==> src/rtl/regfile_pkg.sv <==
// Shared types and defaults for the scoreboarded register file.
package regfile_pkg;
   typedef enum logic {RF_INIT, RF_RUN} rf_state_e;

   localparam int XLEN_DEF  = 32;
   localparam int NREGS_DEF = 32;
   localparam int AW_DEF    = $clog2(NREGS_DEF);

   typedef logic [AW_DEF-1:0] rf_addr_t;
endpackage

==> src/rtl/regfile_scoreboard.sv <==
// Pending-register tracking and sticky protocol-error detection.
module regfile_scoreboard
   import regfile_pkg::*;
#(
   parameter int NREGS = NREGS_DEF,
   localparam int AW   = $clog2(NREGS)
) (
   input  logic             clk,
   input  logic             rst,
   input  logic             run_i,
   input  logic             issue_valid_i,
   input  logic [AW-1:0]    issue_rd_i,
   input  logic             wb_valid_i,
   input  logic [AW-1:0]    wb_rd_i,
   output logic [NREGS-1:0] busy_vec_o,
   output logic             err_o
);
   logic [NREGS-1:0] busy_q, busy_d;
   logic             err_q, err_d;
   logic             wb_hit, iss_hit;

   // x0 writes/issues are no-ops, so they can never be a protocol error.
   assign wb_hit  = run_i && wb_valid_i && (wb_rd_i != '0);
   assign iss_hit = run_i && issue_valid_i && (issue_rd_i != '0);

   always_comb begin
      busy_d = busy_q;
      err_d  = err_q;
      if (wb_hit) begin
         if (!busy_q[wb_rd_i]) err_d = 1'b1;
         busy_d[wb_rd_i] = 1'b0;
      end
      // Issue applied after wb so a same-cycle reallocation leaves the bit set.
      if (iss_hit) begin
         if (busy_q[issue_rd_i] && !(wb_hit && (wb_rd_i == issue_rd_i))) err_d = 1'b1;
         busy_d[issue_rd_i] = 1'b1;
      end
      busy_d[0] = 1'b0;
   end

   always_ff @(posedge clk or posedge rst) begin
      if (rst) begin
         busy_q <= '0;
         err_q  <= 1'b0;
      end else begin
         busy_q <= busy_d;
         err_q  <= err_d;
      end
   end

   assign busy_vec_o = busy_q;
   assign err_o      = err_q;
endmodule

==> src/rtl/regfile_sb.sv <==
// Multi-read-port register file with write-back bypass, scoreboard and
// post-reset clearing sequence (array itself carries no reset).
module regfile_sb
   import regfile_pkg::*;
#(
   parameter int XLEN  = XLEN_DEF,
   parameter int NREGS = NREGS_DEF,
   parameter int NRD   = 2,
   localparam int AW   = $clog2(NREGS)
) (
   input  logic                      clk,
   input  logic                      rst,
   output logic                      init_done,
   input  logic [NRD-1:0][AW-1:0]    rd_addr,
   output logic [NRD-1:0][XLEN-1:0]  rd_data,
   output logic [NRD-1:0]            rd_ready,
   input  logic                      issue_valid,
   input  logic [AW-1:0]             issue_rd,
   input  logic                      wb_valid,
   input  logic [AW-1:0]             wb_rd,
   input  logic [XLEN-1:0]           wb_data,
   output logic [NREGS-1:0]          busy_vec,
   output logic                      err
);
   rf_state_e        state_q, state_d;
   logic [AW-1:0]    ptr_q, ptr_d;
   logic             wr_en;
   logic [AW-1:0]    wr_addr;
   logic [XLEN-1:0]  wr_data;
   logic [XLEN-1:0]  mem_q [NREGS];
   logic             run;

   assign run       = (state_q == RF_RUN);
   assign init_done = run;

   always_ff @(posedge clk or posedge rst) begin
      if (rst) begin
         state_q <= RF_INIT;
         ptr_q   <= AW'(1);
      end else begin
         state_q <= state_d;
         ptr_q   <= ptr_d;
      end
   end

   // Single array write port, shared by the clearing sweep and write-back.
   always_comb begin
      state_d = state_q;
      ptr_d   = ptr_q;
      wr_en   = 1'b0;
      wr_addr = ptr_q;
      wr_data = '0;
      case (state_q)
         RF_INIT: begin
            wr_en = 1'b1;
            ptr_d = ptr_q + AW'(1);
            if (ptr_q == AW'(NREGS - 1)) state_d = RF_RUN;
         end
         RF_RUN: begin
            if (wb_valid && (wb_rd != '0)) begin
               wr_en   = 1'b1;
               wr_addr = wb_rd;
               wr_data = wb_data;
            end
         end
         default: state_d = RF_INIT;
      endcase
   end

   always_ff @(posedge clk) begin
      if (wr_en) mem_q[wr_addr] <= wr_data;
   end

   regfile_scoreboard #(.NREGS(NREGS)) u_sb (
      .clk           (clk),
      .rst           (rst),
      .run_i         (run),
      .issue_valid_i (issue_valid),
      .issue_rd_i    (issue_rd),
      .wb_valid_i    (wb_valid),
      .wb_rd_i       (wb_rd),
      .busy_vec_o    (busy_vec),
      .err_o         (err)
   );

   for (genvar i = 0; i < NRD; i++) begin : g_rd
      logic byp;
      assign byp         = wb_valid && (wb_rd == rd_addr[i]);
      assign rd_data[i]  = (!run || (rd_addr[i] == '0)) ? '0 :
                           byp ? wb_data : mem_q[rd_addr[i]];
      assign rd_ready[i] = run && ((rd_addr[i] == '0) || byp || !busy_vec[rd_addr[i]]);
   end
endmodule

==> config.mk <==
export PLATFORM = sky130hd
export DESIGN_NAME = regfile_sb
export DESIGN_NICKNAME = d
export VERILOG_FILES = /design/src/rtl/regfile_pkg.sv /design/src/rtl/regfile_scoreboard.sv /design/src/rtl/regfile_sb.sv
export SDC_FILE = /design/constraint.sdc
export NUM_CORES = 1
export LEC_CHECK = 0
export CORE_AREA = 4 4 302 378
export DETAILED_ROUTE_END_ITERATION = 6
export DIE_AREA = 0 0 306 382
export GPL_TIMING_DRIVEN = 1
export PLACE_DENSITY_LB_ADDON = 0.15
export SLEW_MARGIN = 20
export SYNTH_ARGS = -nofsm -noshare
export SYNTH_HDL_FRONTEND = slang
export SYNTH_HIERARCHICAL = 1
export SYNTH_SLANG_ARGS = --single-unit
export TNS_END_PERCENT = 30
==> constraint.sdc <==
create_clock -name clk -period 3.9 [get_ports clk]
set_input_delay 1.17 -clock clk [delete_from_list [all_inputs] [get_ports clk]]
set_output_delay 1.17 -clock clk [all_outputs]
set_load 0.01 [all_outputs]
==> metrics list, run 1 <==
- For the final database, setup skew stands at 0.02251 ns.
- The most critical setup path has its startpoint at rd_addr[5].
- The top cell type by area accounts for roughly three fifths of the synthesized area.
- Sort of element at the start of the critical path: input port
- STA classifies the critical path endpoint as a primary output.
* Avg WL per Cell: 38.92 um
- Clock tree sinks: around 1100
- Leading cell types by total area after synthesis: edfxtp_1 (60%), mux4_2 (19%), mux2i_1 (3.5%)
* Antenna-violating nets left: 0
- Initial core utilization: a little under half
- TritonCTS created about 110 clock buffers.
* Clock-pin slew reported for the worst setup and hold paths after clock tree synthesis: 0.06 ns
* Fraction of synthesis flops using an asynchronous set or reset pin: 3.578%
- The floorplan step set the die width to 306 um.
- Dividing the final minimum period by the clock period gives 113.8%.
- CTS Hold Bufs: 0
- Global routing used around 34% of the available tracks across all layers.
- Prevailing post-synth register cell: edfxtp_1
- I/O Pins: 156
* Number of unique standard cell types used by synthesis: 81
- Wire length reported by the detailed router: 201200 um
- Vias post-DR: 36031
* Cell at the root of the clock tree: clkbuf_16
- Static timing analysis puts the maximum clock frequency at about 230 MHz.
* Area growth syn-to-layout: 29.99%
- The number of pins with negative max-slew slack in the final report came to 0.
* Max Cap Violations: 0
- After floorplanning, the core was divided into 136 placement rows.
- The detailed router finished its first iteration with slightly below 5000 violations.
- After synthesis the cells add up to ~0.052 mm2.
* Clock tree from TritonCTS: done
- Worst IR Drop VDD: between 300 and 400 uV
- Via-to-Cell Ratio: around 7.0
- For this run the aggregate overflow at the end of global routing stands at 0.
- The total area inside the core boundary comes to between 0.1 and 0.15 mm2.
- Class of the tightest hold or removal check: reg -> reg
* Worst hold start: ptr_q[0]$_DFFE_PP1N_
- In the layout the commonest cells are edfxtp_1 (1024), mux4_2 (434), buf_4 (369).
* Clock Path Buffers: 3
* Final setup violating endpoints: 66
* Synth Warn #: 6
* Number of buffers added on ports: between 150 and 200
- Post-synth EDFFs: around 1000
* Diodes inserted: 0
- Global-route wire length before repair: approximately 280000 um
- The die covers around 0.12 mm2.
* Required time reported for the critical path endpoint: roughly 2.7 ns
- By startpoint and endpoint, the worst setup path is classified as in -> out.
- At the later pin of the worst-skew pair, clock insertion delay measures approximately 0.70 ns.
- Failing checks: negative setup slack
- Pin count of the biggest net entering global routing: 35
- First-pass detailed-route iteration total: 6
- The tightest hold path in the finished design has a slack of 0.5339 ns.
- Yosys top cell by area: edfxtp_1
* Worst Tran Pin Value: ~1.1 ns
- Number of register bits inferred by synthesis: ~1100
- RSZ-0062 raised after global routing: true
- Run status: complete, but fails checks
- In this run the worst path has a maximum fanout of 8.
* Minimum setup slack in the final design: -0.5374 ns
- Minimum setup slack after placement: -1.429 ns
- Arrival time reported for the critical path endpoint: between 3 and 4 ns
- Time the worst path needs with I/O delays and setup: 4.437 ns
- Sequential fraction of the synthesis area: between 60 and 70%
- After detailed routing, the number of remaining DRC violations is 0.
- For this run, the post-layout net count is 3692.
* Reg-to-reg startpoint: init_done$_DFF_PP0_
- Worst max-slew margin expressed relative to the limit: 27.06%
- Layout cells sized above 1: 45.79%
- Final hold vios: 0
- The number of global-route vias before repair was 36422.
* Average footprint of a synthesized cell: about 18 um2
- Nets in the synthesized netlist: ~3000
- Synthesis produced slightly below 3000 cells.
- Sum Neg Setup Slack: -22.78 ns
* Vertical die dimension: roughly 380 um
- Summed over all cells, the static leakage comes to about 24 nW.
- In this run the power density over the cells is 393.7 mW/mm2.
- H-tree Lvls: 3
- Commonest non-fill, non-tap cell in the layout: edfxtp_1
- GPL Wtd Cong: between 0.9 and 1
- HPWL after detailed placement: 127700 um
- Number of antenna violations at the first check in global routing: 2
## flip-flops by register name, indices dropped and copies added (netlist names)
signal and flops:
init_done 1, u_sb/err_o 1, ptr_q 5, u_sb/busy_vec_o 31
mem_q 1024
## report_power, final
part           total (mW)  leakage (nW)  switching [mW]  internal, mW
registers            12.7          11.1           0.104          12.6
logic                3.72          11.6            1.99          1.73
clock network        10.0          1.61            4.46          5.56
total                26.4          24.3            6.55          19.9
## cell type report
type	instances	area (um2)
Clock buffer	126	2749
Clock inverter	68	586.8
Fill cell	7945	43000
Inverter	9	50.05
Multi-Input combinational cell	1626	20100
Sequential cell	1062	31700
Tap cell	1449	1813
Timing Repair Buffer	830	10100
## worst paths after layout
kind                                           endpoint  cells after the start  slack (ns)
setup / recovery                            rd_data[63]                     13       -0.54
hold / removal                     ptr_q[0]$_DFFE_PP1N_                      1        0.53
setup reg to reg                mem_q[25][25]$_DFFE_PP_                      6        1.18
hold reg to reg                    ptr_q[0]$_DFFE_PP1N_                      1        0.53
max in group asynchronous  u_sb/busy_vec_o[4]$_DFF_PP0_                      3        2.54
min in group asynchronous          ptr_q[3]$_DFFE_PP0N_                      2        0.87
## cells in the mapped netlist, types with 6 or more instances
cell / number
edfxtp_1: 1024
nand3_1: 22
mux2_2: 74
buf_6: 34
buf_8: 11
buf_12: 7
nand2_1: 58
nand3b_1: 8
a22oi_1: 39
a2111oi_0: 7
buf_4: 34
nor2_1: 105
o21ai_1: 16
a211o_1: 20
a21oi_1: 61
xor2_1: 7
clkbuf_1: 102
nor3b_1: 6
a31oi_1: 14
o2111ai_1: 6
nor4_1: 25
inv_1: 6
nand4_1: 12
nor2b_1: 31
buf_2: 51
xnor2_1: 11
a221oi_1: 56
dfrtp_1: 37
mux4_2: 432
and2_1: 35
nand2b_1: 18
a211oi_1: 38
mux2i_1: 178
o22ai_1: 104
nor3_1: 25
o21ai_0: 117
mux4_1: 6
o22a_1: 14
## what timing repair did
action / CTS / global route
setup endpoints to repair: 66 / 66
hold endpoints to repair: 0 / 0
gates cloned: 30 / 4
gates resized for setup: 687 / 104
setup buffers: 89 / 35
pin swaps: 136 / 44
## stage by stage
stage                     util, %  cells  area, um2  power [mW]
after floorplan                 -   2940      51620       14.43
after global placement      54.25   4829      59720       16.08
after detailed placement    54.26   4829      59740       16.10
after CTS                   60.38   5141      66480       26.36
after global routing        60.95   5170      67100       27.10
final                       60.95   5170      67100       26.42
## layer usage
metal / GRT usage, % / vias up / part of all wire (%)
met5: 0 / - / 0.069
met4: 18.12 / 2 / 6.3
met3: 7.476 / 586 / 11
met2: 54.28 / 2714 / 47
met1: 43.33 / 18786 / 35
li1: - / 13943 / -
## worst max-delay path: stages
cell	delay, ns
buf_16	0.14
buf_16	0.16
buf_12	0.14
xnor2_4	0.15
nand3_4	0.11
buf_6	0.14
o211ai_1	0.19
buf_4	0.20
buf_12	0.15
buf_6	0.11
a21oi_2	0.03
a211o_1	0.37
buf_2	0.18
## cell families after synthesis
logic type | Yosys count | share of synthesized area [%]
compound gates | 533 | 6.961
simple gates | 379 | 3.808
other cells | 1 | 0.007265
mux | 692 | 24.29
fa+ha+maj | 2 | 0.04847
flops | 1062 | 61.41
buf+inv | 253 | 3.166
xor+xnor | 18 | 0.3054
Power figures use the tool's default switching activity.
==> run 2, diff against run 1 <==
--- a/config.mk
+++ b/config.mk
@@ -5,9 +5,9 @@
 export SDC_FILE = /design/constraint.sdc
 export NUM_CORES = 1
 export LEC_CHECK = 0
-export CORE_AREA = 4 4 302 378
+export CORE_AREA = 4 4 397 243
 export DETAILED_ROUTE_END_ITERATION = 6
-export DIE_AREA = 0 0 306 382
+export DIE_AREA = 0 0 401 247
 export GPL_TIMING_DRIVEN = 1
 export PLACE_DENSITY_LB_ADDON = 0.15
 export SLEW_MARGIN = 20
==> metrics list, run 2 (synthesized netlist as in run 1, its figures left out) <==
- The flow ran to the end, but the final reports show violations.
- The checks that failed: negative setup slack.
- Max Cap Violations: 0
* CTS Hold Bufs: 0
- At the worst endpoint, the required time is roughly 2.7 ns.
- The library cell used most frequently in the layout, excluding fill and tap cells, is edfxtp_1.
- Reg with most FFs: mem_q
- After floorplanning, the core was sized to cover 0.09296 mm2.
- Number of buffers added on ports: 154
* Die Area: about 0.099 mm2
* Wire length reported by the detailed router: between 150000 and 200000 um
- The worst setup path is launched from an input port.
* Share of the clock period used by the worst path: 112.3%
* Sequential cell area: around 0.032 mm2
- Number of fill cells: roughly 5700
- Routability-driven placement finished with a final weighted congestion of 0.9327.
- The worst register-to-register path has a setup slack of 1.03 ns.
- Global-route wire length before repair: ~270000 um
* HPWL after detailed placement: between 100000 and 150000 um
- Post-route standard cell area excluding fillers: approximately 0.067 mm2
- The total overflow left after global routing is 0.
- Once placement finished, the instance area stood at around 0.060 mm2.
* Setup Crit Path Kind: in -> out
* Minimum setup slack in the final design: -0.4795 ns
- Cells with a size suffix above 1 make up 46.83% of the layout.
* Proportion of power drawn by flip-flops and latches: between 40% and 50%
- Cell internal power was estimated by the tool at 19.62 mW.
- Initial core utilization: 55.53%
* Number of antenna violations at the first check in global routing: 6
* Net switching power figure: 6.478 mW
* Worst IR Drop VDD: approximately 350 uV
- For this block, the via count after detailed routing is between 30000 and 40000.
- Time the worst path needs with I/O delays and setup: around 4.4 ns
* Part of the power in the clock network: between 30% and 40%
- Counting the buffers created by CTS gives roughly 100.
- Endpoint kind of the worst setup timing path: primary output
- The top cell types in the final layout, fill and taps aside, are edfxtp_1 (1024), buf_4 (449), mux4_2 (433).
- Dividing the detail-routed wire length by the instance count gives 38.95 um.
- Row count: 87
- Clock tree synthesis found a total of approximately 1100 sinks.
* Switching power as a share of total power: about a quarter
* All-Layer GR Usage: between 30 and 40%
* Number of DRC violations after detailed routing: 0
- Static timing analysis puts the maximum clock frequency at around 230 MHz.
* Area growth syn-to-layout: 29.93%
- H-tree Lvls: 3
* I/O Pins: roughly 160
* Net total in the final layout: around 3800
- Max reg flops: approximately 1000
* Pin count of the biggest net entering global routing: 33
- Before antenna repair, the detailed router went through 5 iterations.
* Worst Path Max Fanout: 10
- Power density over the cells: approximately 400 mW/mm2
- Prior to clock tree synthesis, the placed netlist has a worst setup slack of -1.167 ns.
* Worst Tran Pin Value: 0.7344 ns
* Worst max-slew margin expressed relative to the limit: 50.93%
- Clock-pin slew was measured on the worst setup and hold paths at ~0.070 ns.
* Multi-input gate area in the final layout: ~0.02 mm2
* Iteration-0 DRC Markers: 5977
* Horizontal die dimension: ~400 um
- Setup violations remaining at the end of the flow were counted as 66.
- Summed over all cells, the static leakage comes to ~25 nW.
* Clock Path Buffers: 3
- Arrival time reported for the critical path endpoint: 3.21 ns
* Vertical die dimension: 247 um
- For the final database, setup skew stands at 0.02324 ns.
* Antenna-violating nets left: 0
- The clock reaches the later pin of the worst-skew pair after a little over 0.7 ns.
- Class of the tightest hold or removal check: reg -> reg
- RSZ-0062 raised after global routing: true
- The number of global-route vias before repair was around 36000.
- The number of pins with negative max-slew slack in the final report is 0.
- Via-to-Cell Ratio: approximately 7.3
- The hold violation count in the final report was 0.
- The root buffer cell chosen for the clock tree is clkbuf_16.
- Clock tree from TritonCTS: done
- In this run, the combinational gates consume 14.3% of the power.
-- run 2: metrics by stage --
step | instances | hold slack (ns) | power, mW | TNS (ns) | utilization, %
2_1_floorplan | 2940 | 0.5021 | 14.43 | -333.01 | -
3_3_place_gp | 4682 | 0.4800 | 15.98 | -409.44 | 64.33
3_5_place_dp | 4682 | 0.4527 | 16.02 | -422.81 | 64.34
4_1_cts | 4946 | 0.4679 | 25.80 | -20.35 | 70.22
5_1_grt | 5022 | 0.4916 | 26.75 | -20.04 | 72.14
6_report | 5023 | 0.4678 | 26.10 | -18.41 | 72.15
-- run 2: worst max-delay path, cell delays in order --
cell           delay [ns]
buf_16               0.17
buf_8                0.21
mux4_2               0.52
a22oi_1              0.32
nand3_2              0.26
nor2_1               0.15
nor3_1               0.07
dlygate4sd2_1        0.30
-- run 2: layout make-up --
cell class	count	share of cell area, %
Multi-Input combinational cell	1625	29.95
Sequential cell	1062	47.27
Clock buffer	111	3.793
Tap cell	1246	2.324
Inverter	9	0.06156
Clock inverter	69	0.9011
Antenna cell	2	0.007462
Timing Repair Buffer	899	15.69
-- run 2: worst paths after layout --
path,start,to,cells past startpoint
min in group asynchronous,rst,ptr_q[4]$_DFFE_PP0N_,2
min,u_sb/err_o$_DFF_PP0_,u_sb/err_o$_DFF_PP0_,1
max in group asynchronous,rst,u_sb/busy_vec_o[13]$_DFF_PP0_,3
min reg2reg,u_sb/err_o$_DFF_PP0_,u_sb/err_o$_DFF_PP0_,1
max reg2reg,init_done$_DFF_PP0_,mem_q[18][13]$_DFFE_PP_,7
max,rd_addr[0],rd_data[16],8
-- run 2: routing by layer --
metal	GRT usage, %	routed length (um)
met5	0	62
met4	15.65	9849
met1	54.89	69420
met3	13.76	33260
met2	55.15	83050
-- run 2: power groups by stage --
| stage | registers [mW] | clock network, mW | logic (mW) |
|---|---|---|---|
| after floorplan | 12.9 | 0 | 1.54 |
| after global placement | 12.9 | 0 | 3.09 |
| after detailed placement | 12.9 | 0 | 3.13 |
| after CTS | 12.6 | 9.74 | 3.41 |
| after global routing | 12.6 | 10.3 | 3.83 |
| final | 12.7 | 9.72 | 3.73 |
-- run 2: what timing repair did --
action	CTS	global route
setup buffers	61	77
hold endpoints to repair	0	0
gates resized for setup	465	312
setup endpoints to repair	66	66
gates cloned	26	8
pin swaps	83	96
